### config.mk
export PLATFORM = sky130hd
export DESIGN_NAME = ex_muldiv
export DESIGN_NICKNAME = d
export VERILOG_FILES = /design/src/rtl/ex_muldiv.sv
export SDC_FILE = /design/constraint.sdc
export NUM_CORES = 1
export LEC_CHECK = 0
export ABC_AREA = 0
export ABC_CLOCK_PERIOD_IN_PS = 4300
export BUFFER_PORTS_ARGS = -buffer_cell sky130_fd_sc_hd__buf_2
export CELL_PAD_IN_SITES_DETAIL_PLACEMENT = 1
export CELL_PAD_IN_SITES_GLOBAL_PLACEMENT = 1
export CORE_ASPECT_RATIO = 0.75
export CORE_MARGIN = 2
export CORE_UTILIZATION = 42
export CTS_CLUSTER_DIAMETER = 100
export CTS_CLUSTER_SIZE = 16
export DETAILED_ROUTE_END_ITERATION = 10
export PLACE_DENSITY_LB_ADDON = 0.1
export SLEW_MARGIN = 20
export SYNTH_ARGS = -nofsm -noshare
export SYNTH_HDL_FRONTEND = slang
export SYNTH_SLANG_ARGS = --single-unit
### constraint.sdc
create_clock -name i_clk -period 4.3 [get_ports i_clk]
set_input_delay 1.29 -clock i_clk [delete_from_list [all_inputs] [get_ports i_clk]]
set_output_delay 1.29 -clock i_clk [all_outputs]
set_load 0.02 [all_outputs]
### src/rtl/ex_muldiv.sv
// ex_muldiv: iterative RV32M multiply/divide unit for the execute stage.
// Multiplies by radix-2 shift-add and divides by restoring division, one bit
// per cycle over 32 cycles. Divide-by-zero and signed overflow bypass the loop.
// Ports:
//   i_clk, i_rst_n        clock, asynchronous active-low reset
//   i_start, i_op         M-extension op request and its funct3
//   i_rs1_value/rs2_value operands A and B
//   i_rd_addr_in          destination register
//   i_cache_stall         global freeze, holds all state
//   o_busy                stall request toward IF/ID and ID/EX
//   o_result_valid        result and destination are valid (DONE state)
//   o_result, o_rd_addr_out
module ex_muldiv #(
    parameter int XLEN = 32
) (
    input  logic            i_clk,
    input  logic            i_rst_n,
    input  logic            i_start,
    input  logic [2:0]      i_op,
    input  logic [XLEN-1:0] i_rs1_value,
    input  logic [XLEN-1:0] i_rs2_value,
    input  logic [4:0]      i_rd_addr_in,
    input  logic            i_cache_stall,
    output logic            o_busy,
    output logic            o_result_valid,
    output logic [XLEN-1:0] o_result,
    output logic [4:0]      o_rd_addr_out
);

    localparam logic [2:0] OP_MUL    = 3'd0;
    localparam logic [2:0] OP_MULH   = 3'd1;
    localparam logic [2:0] OP_MULHSU = 3'd2;
    localparam logic [2:0] OP_MULHU  = 3'd3;
    localparam logic [2:0] OP_DIV    = 3'd4;
    localparam logic [2:0] OP_DIVU   = 3'd5;
    localparam logic [2:0] OP_REM    = 3'd6;
    localparam logic [2:0] OP_REMU   = 3'd7;

    localparam logic [XLEN-1:0] INT_MIN = {1'b1, {(XLEN-1){1'b0}}};

    typedef enum logic [1:0] {ST_IDLE, ST_CALC, ST_DONE} state_t;

    state_t              r_state;
    logic [4:0]          r_count;
    logic [2:0]          r_op;
    logic [4:0]          r_rd;
    logic                r_sign_a;
    logic                r_sign_b;
    // Multiply: {partial product, remaining multiplier bits}.
    // Divide:   {partial remainder, dividend shifting out / quotient shifting in}.
    logic [2*XLEN-1:0]   r_acc;
    // Multiplicand magnitude for multiplies, divisor magnitude for divides.
    logic [XLEN-1:0]     r_operand;
    logic                r_result_valid;
    logic [XLEN-1:0]     r_result;
    logic [4:0]          r_rd_addr_out;

    logic                w_is_div;
    logic                w_a_signed;
    logic                w_b_signed;
    logic                w_sign_a;
    logic                w_sign_b;
    logic [XLEN-1:0]     w_mag_a;
    logic [XLEN-1:0]     w_mag_b;
    logic                w_div_zero;
    logic                w_overflow;
    logic [XLEN-1:0]     w_fast_result;

    logic [XLEN:0]       w_mul_sum;
    logic [2*XLEN-1:0]   w_mul_next;
    logic [XLEN:0]       w_rem_shift;
    logic                w_rem_ge;
    logic [XLEN-1:0]     w_rem_sub;
    logic [2*XLEN-1:0]   w_div_next;
    logic [2*XLEN-1:0]   w_acc_next;

    logic                w_neg;
    logic [2*XLEN-1:0]   w_prod_fix;
    logic [XLEN-1:0]     w_quot_fix;
    logic [XLEN-1:0]     w_rem_fix;
    logic [XLEN-1:0]     w_calc_result;

    assign o_busy         = (r_state == ST_CALC) ||
                            ((r_state == ST_IDLE) && i_start && !i_cache_stall);
    assign o_result_valid = r_result_valid;
    assign o_result       = r_result;
    assign o_rd_addr_out  = r_rd_addr_out;

    // Operand decode: MULHU/DIVU/REMU are fully unsigned, MULHSU only signs A.
    assign w_is_div   = i_op[2];
    assign w_a_signed = w_is_div ? !i_op[0] : (i_op[1:0] != 2'b11);
    assign w_b_signed = w_is_div ? !i_op[0] : !i_op[1];
    assign w_sign_a   = w_a_signed && i_rs1_value[XLEN-1];
    assign w_sign_b   = w_b_signed && i_rs2_value[XLEN-1];
    assign w_mag_a    = w_sign_a ? -i_rs1_value : i_rs1_value;
    assign w_mag_b    = w_sign_b ? -i_rs2_value : i_rs2_value;

    assign w_div_zero = w_is_div && (i_rs2_value == '0);
    assign w_overflow = w_is_div && !i_op[0] &&
                        (i_rs1_value == INT_MIN) && (i_rs2_value == '1);
    always_comb begin
        w_fast_result = '0;
        if (w_div_zero)
            w_fast_result = i_op[1] ? i_rs1_value : '1;
        else
            w_fast_result = i_op[1] ? '0 : INT_MIN;
    end

    // One shift-add step: add multiplicand when the multiplier LSB is set.
    assign w_mul_sum  = {1'b0, r_acc[2*XLEN-1:XLEN]} +
                        (r_acc[0] ? {1'b0, r_operand} : '0);
    assign w_mul_next = {w_mul_sum, r_acc[XLEN-1:1]};

    // One restoring step: the partial remainder is always below the divisor,
    // so when the trial subtraction succeeds the difference fits in XLEN bits.
    assign w_rem_shift = r_acc[2*XLEN-1:XLEN-1];
    assign w_rem_ge    = (w_rem_shift >= {1'b0, r_operand});
    assign w_rem_sub   = w_rem_shift[XLEN-1:0] - r_operand;
    assign w_div_next  = w_rem_ge ? {w_rem_sub, r_acc[XLEN-2:0], 1'b1}
                                  : {w_rem_shift[XLEN-1:0], r_acc[XLEN-2:0], 1'b0};

    assign w_acc_next = r_op[2] ? w_div_next : w_mul_next;

    assign w_neg      = r_sign_a ^ r_sign_b;
    assign w_prod_fix = w_neg ? -w_acc_next : w_acc_next;
    assign w_quot_fix = w_neg ? -w_acc_next[XLEN-1:0] : w_acc_next[XLEN-1:0];
    assign w_rem_fix  = r_sign_a ? -w_acc_next[2*XLEN-1:XLEN]
                                 : w_acc_next[2*XLEN-1:XLEN];

    always_comb begin
        w_calc_result = '0;
        case (r_op)
            OP_MUL:                        w_calc_result = w_prod_fix[XLEN-1:0];
            OP_MULH, OP_MULHSU, OP_MULHU:  w_calc_result = w_prod_fix[2*XLEN-1:XLEN];
            OP_DIV, OP_DIVU:               w_calc_result = w_quot_fix;
            OP_REM, OP_REMU:               w_calc_result = w_rem_fix;
            default:                       w_calc_result = '0;
        endcase
    end

    always_ff @(posedge i_clk or negedge i_rst_n) begin
        if (!i_rst_n) begin
            r_state        <= ST_IDLE;
            r_count        <= '0;
            r_op           <= '0;
            r_rd           <= '0;
            r_sign_a       <= 1'b0;
            r_sign_b       <= 1'b0;
            r_acc          <= '0;
            r_operand      <= '0;
            r_result_valid <= 1'b0;
            r_result       <= '0;
            r_rd_addr_out  <= '0;
        end else if (!i_cache_stall) begin
            case (r_state)
                ST_IDLE: begin
                    if (i_start) begin
                        r_op     <= i_op;
                        r_rd     <= i_rd_addr_in;
                        r_sign_a <= w_sign_a;
                        r_sign_b <= w_sign_b;
                        if (w_div_zero || w_overflow) begin
                            r_result       <= w_fast_result;
                            r_rd_addr_out  <= i_rd_addr_in;
                            r_result_valid <= 1'b1;
                            r_state        <= ST_DONE;
                        end else begin
                            r_acc     <= w_is_div ? {{XLEN{1'b0}}, w_mag_a}
                                                  : {{XLEN{1'b0}}, w_mag_b};
                            r_operand <= w_is_div ? w_mag_b : w_mag_a;
                            r_count   <= 5'd31;
                            r_state   <= ST_CALC;
                        end
                    end
                end
                ST_CALC: begin
                    r_acc <= w_acc_next;
                    if (r_count == 5'd0) begin
                        r_result       <= w_calc_result;
                        r_rd_addr_out  <= r_rd;
                        r_result_valid <= 1'b1;
                        r_state        <= ST_DONE;
                    end else begin
                        r_count <= r_count - 5'd1;
                    end
                end
                ST_DONE: begin
                    r_result_valid <= 1'b0;
                    r_state        <= ST_IDLE;
                end
                default: begin
                    r_result_valid <= 1'b0;
                    r_state        <= ST_IDLE;
                end
            endcase
        end
    end

endmodule

==> results.yml <==
clocking:
  cts_made_buffers: 17
  clk_latency_ns: 0.48
  cts_root_buf: "clkbuf_16"
  cts_htree_levels: 4
  holdBufCountCts: 0
  clk_path_buf_depth: 2
  path_clk_slew_ns: 0.08
  cts_tree: "built"
  cts.sinks: 151
logic_synthesis:
  synthTopCellsByArea: "dfrtp_1 (22%), a21oi_1 (6.9%), o21ai_0 (6.6%), nand2_1 (5.9%), ha_1 (5.3%)"
  syn_nets: 2464
  ys_types: 95
  synthCells: 2315
  synth-main-ff-cell: "dfrtp_1"
  synth_edf_count: 0
  synthArstFlopShare: 1.00
  synth.ff_latch_count: 151
  avgSynthCellArea_um2: 7.29
  ys_seq_area_frac: 0.224
  yosys.area.top_type: "dfrtp_1"
  synth_warnings: 0
  syn_area_mm2: 0.0169
  synth_top_area_frac: 0.224
placed_design:
  dpl_cell_area_mm2: 0.0221
  dp_hpwl_um: 76100
  port_buffers: 114
  routabilityCongestion: 1.08
timing:
  fin_crit_ns: 4.79
  drv_slew: 0
  finalHoldViolCount: 0
  relSlewSlack: 0.177
  final.setup_skew_ns: 0.0254
  fin_ws_ns: -0.493
  post-route-period-util: 1.11
  setup_tns_ns: -5.20
  worst_pin_slew_ns: 1.24
  finalSetupViolCount: 22
  rsz0062_at_grt: "yes"
  max_freq_ghz: 0.209
worst_setup_path:
  cp.required_ns: 4.64
  crit_arrival_ns: 5.14
  critical_path.max_stage_delay_ns: 0.53
  crit_path_start_kind: "flop"
  critical_path.slowest_cell: "or4_4"
  path_cells: "and2_1 > ha_2 > inv_1 > fa_2 > nor2b_4 > buf_4 > o2111a_2 > o21ai_2 > buf_4 > nand2_1 > a21oi_2 > xnor2_1 > o21a_2 > buf_4 > or4_4 > buf_4 > nor3_1 > buf_4 > a31oi_1 > a211oi_2 > buf_4 > o31ai_1"
  cp-end-kind: "flop"
  worstSetupPathType: "flop to flop"
  path_max_fanout: 4
  cp_common_cell: "buf_4"
routing:
  drt_iter0_markers: 2686
  antenna_left: 0
  dr.pass1.iters: 8
  drc: 0
  vias: 23000
  viasPerCell: 6.61
  wl_per_cell_um: 28.7
  wl_um: 100000
grt:
  grt_max_degree: 109
  grt.total_usage: 0.460
  overflow: 0
  grt_pass1_wl_um: 145000
  grt_pass1_vias: 22600
  antenna_found_initial: 16
worst_hold_path:
  hold_class: "flop to flop"
final_layout:
  utilization: 0.613
  syn_to_final_growth_pct: 43.8
  layout-drive-gt1-share: 0.341
  post-route-cell-area_mm2: 0.0243
  nNetsFinal: 3095
die:
  placementRows: 63
  die_w_um: 235
  initial_core_util: 0.426
  core_area_mm2: 0.0396
  die_height_um: 178
  pin_count: 115
  die_area_mm2: 0.0418
flow_run:
  max_cap_violations: 0
run_status:
  status: "complete, but fails checks"
  violations: "negative setup slack"
-- metrics by stage --
stage	setup slack, ns	hold WS, ns	cells
2_1_floorplan	-0.0703	0.446	2315
6_report	-0.493	0.483	3482
3_5_place_dp	-0.904	0.463	3392
5_1_grt	-0.596	0.491	3479
4_1_cts	-0.170	0.482	3459
3_3_place_gp	-0.825	0.457	3392
-- cell usage in the layout (no fill, tap or decap), types with 10 or more instances in the layout --
cell,synthesis,final
a211oi_1,29,16
a211oi_2,1,12
a21o_1,41,40
a21oi_1,231,212
a21oi_2,3,20
a22o_1,13,13
a31oi_1,46,43
and2_1,39,38
and3_1,18,14
buf_12,0,11
buf_2,17,112
buf_4,8,616
buf_6,5,11
clkbuf_16,0,17
dfrtp_1,151,146
ha_1,71,47
ha_4,0,19
inv_1,85,80
mux2_2,13,13
mux2i_1,60,59
nand2_1,264,259
nand2b_1,15,15
nand3_1,37,34
nand4_1,38,38
nor2_1,217,210
nor3_1,59,53
nor4_1,21,10
o211ai_1,24,24
o21a_1,21,18
o21ai_0,221,207
o21ai_1,11,17
o22ai_1,13,12
o31ai_1,29,22
or3_1,26,25
xnor2_1,78,75
xor2_1,71,69
-- what timing repair did --
action / CTS / global route
buffers inserted: 35 / 20
hold endpoints to repair: 0 / 0
gates resized for setup: 135 / 85
setup endpoints to repair: 30 / 38
pin swaps: 41 / 24
cloned: 0 / 0
-- final cells by class --
type / instances / area (um2)
inverters: 85 / 319
diodes: 3 / 7.51
multi-input cells: 1938 / 13300
repair buffers: 753 / 5570
flip-flops and latches: 151 / 3790
well taps: 520 / 651
clock buffers: 17 / 425
fillers: 4924 / 15300
clock inverters: 15 / 179
-- worst paths after layout --
| check | from | end | slack [ns] | cells past startpoint |
|---|---|---|---|---|
| max in group asynchronous | i_rst_n | r_op[2] | 2.62 | 2 |
| min in group asynchronous | i_rst_n | r_operand[22] | 0.77 | 1 |
| hold reg to reg | r_rd[0] | r_rd[0] | 0.48 | 2 |
| hold / removal | r_rd[0] | r_rd[0] | 0.48 | 2 |
| setup / recovery | r_acc[0] | o_result[29] | -0.49 | 22 |
| setup reg to reg | r_acc[0] | o_result[29] | -0.49 | 22 |
-- critical path: cells and delay by family, from the launching register on --
| kind | cells | cell delay, ns |
|---|---|---|
| AOI/OAI and AO/OA | 7 | 1.18 |
| xor gates and xnor gates | 1 | 0.28 |
| adders and majority gates | 2 | 0.56 |
| buffers and inverters | 7 | 1.02 |
| DFF | 1 | 0.42 |
| and+or+nand+nor | 5 | 1.17 |
-- logic make-up (layout without fill, tap and decap cells) --
family                   count (synthesis)  count (layout)  share of synthesized area
AND/OR/NAND/NOR                        813             813                      0.233
AO/OA/AOI/OAI                          830             830                      0.311
XOR/XNOR                               149             149                     0.0774
adder cells (fa/ha/maj)                 73              73                     0.0550
other                                    0               3                          0
multiplexers                            73              73                     0.0443
buffers and inverters                  226             870                     0.0556
flip-flops                             151             151                      0.224
-- routing by layer --
| metal | vias to the layer above | share of wire | global-route usage |
|---|---|---|---|
| met5 | - | 0.0014 | 0 |
| met4 | 20 | 0.053 | 0.213 |
| met3 | 339 | 0.12 | 0.144 |
| met2 | 1446 | 0.41 | 0.669 |
| met1 | 11400 | 0.41 | 0.622 |
| li1 | 9776 | - | - |
-- state kept, by name (all words and copies together), names as in the netlist --
name	flops
o_result_valid	1
r_acc	64
r_state	2
r_sign_a	1
o_result	32
r_rd	5
r_operand	32
o_rd_addr_out	5
r_count	5
r_sign_b	1
r_op	3
-- synthesized netlist by cell type, types with 17 or more instances --
master,n
nor2_1,217
xnor2_1,78
o21ai_0,221
a21o_1,41
ha_1,71
nor3_1,59
o211ai_1,24
buf_2,17
clkbuf_1,99
nand2_1,264
a211oi_1,29
nand3_1,37
and2_1,39
mux2i_1,60
nand4_1,38
a31oi_1,46
and3_1,18
a21oi_1,231
xor2_1,71
or3_1,26
inv_1,85
nor4_1,21
o31ai_1,29
dfrtp_1,151
o21a_1,21
Power is left out: the tool's default activity adds up to more than one toggle a clock period on the data nets, which glitch-free logic cannot reach.
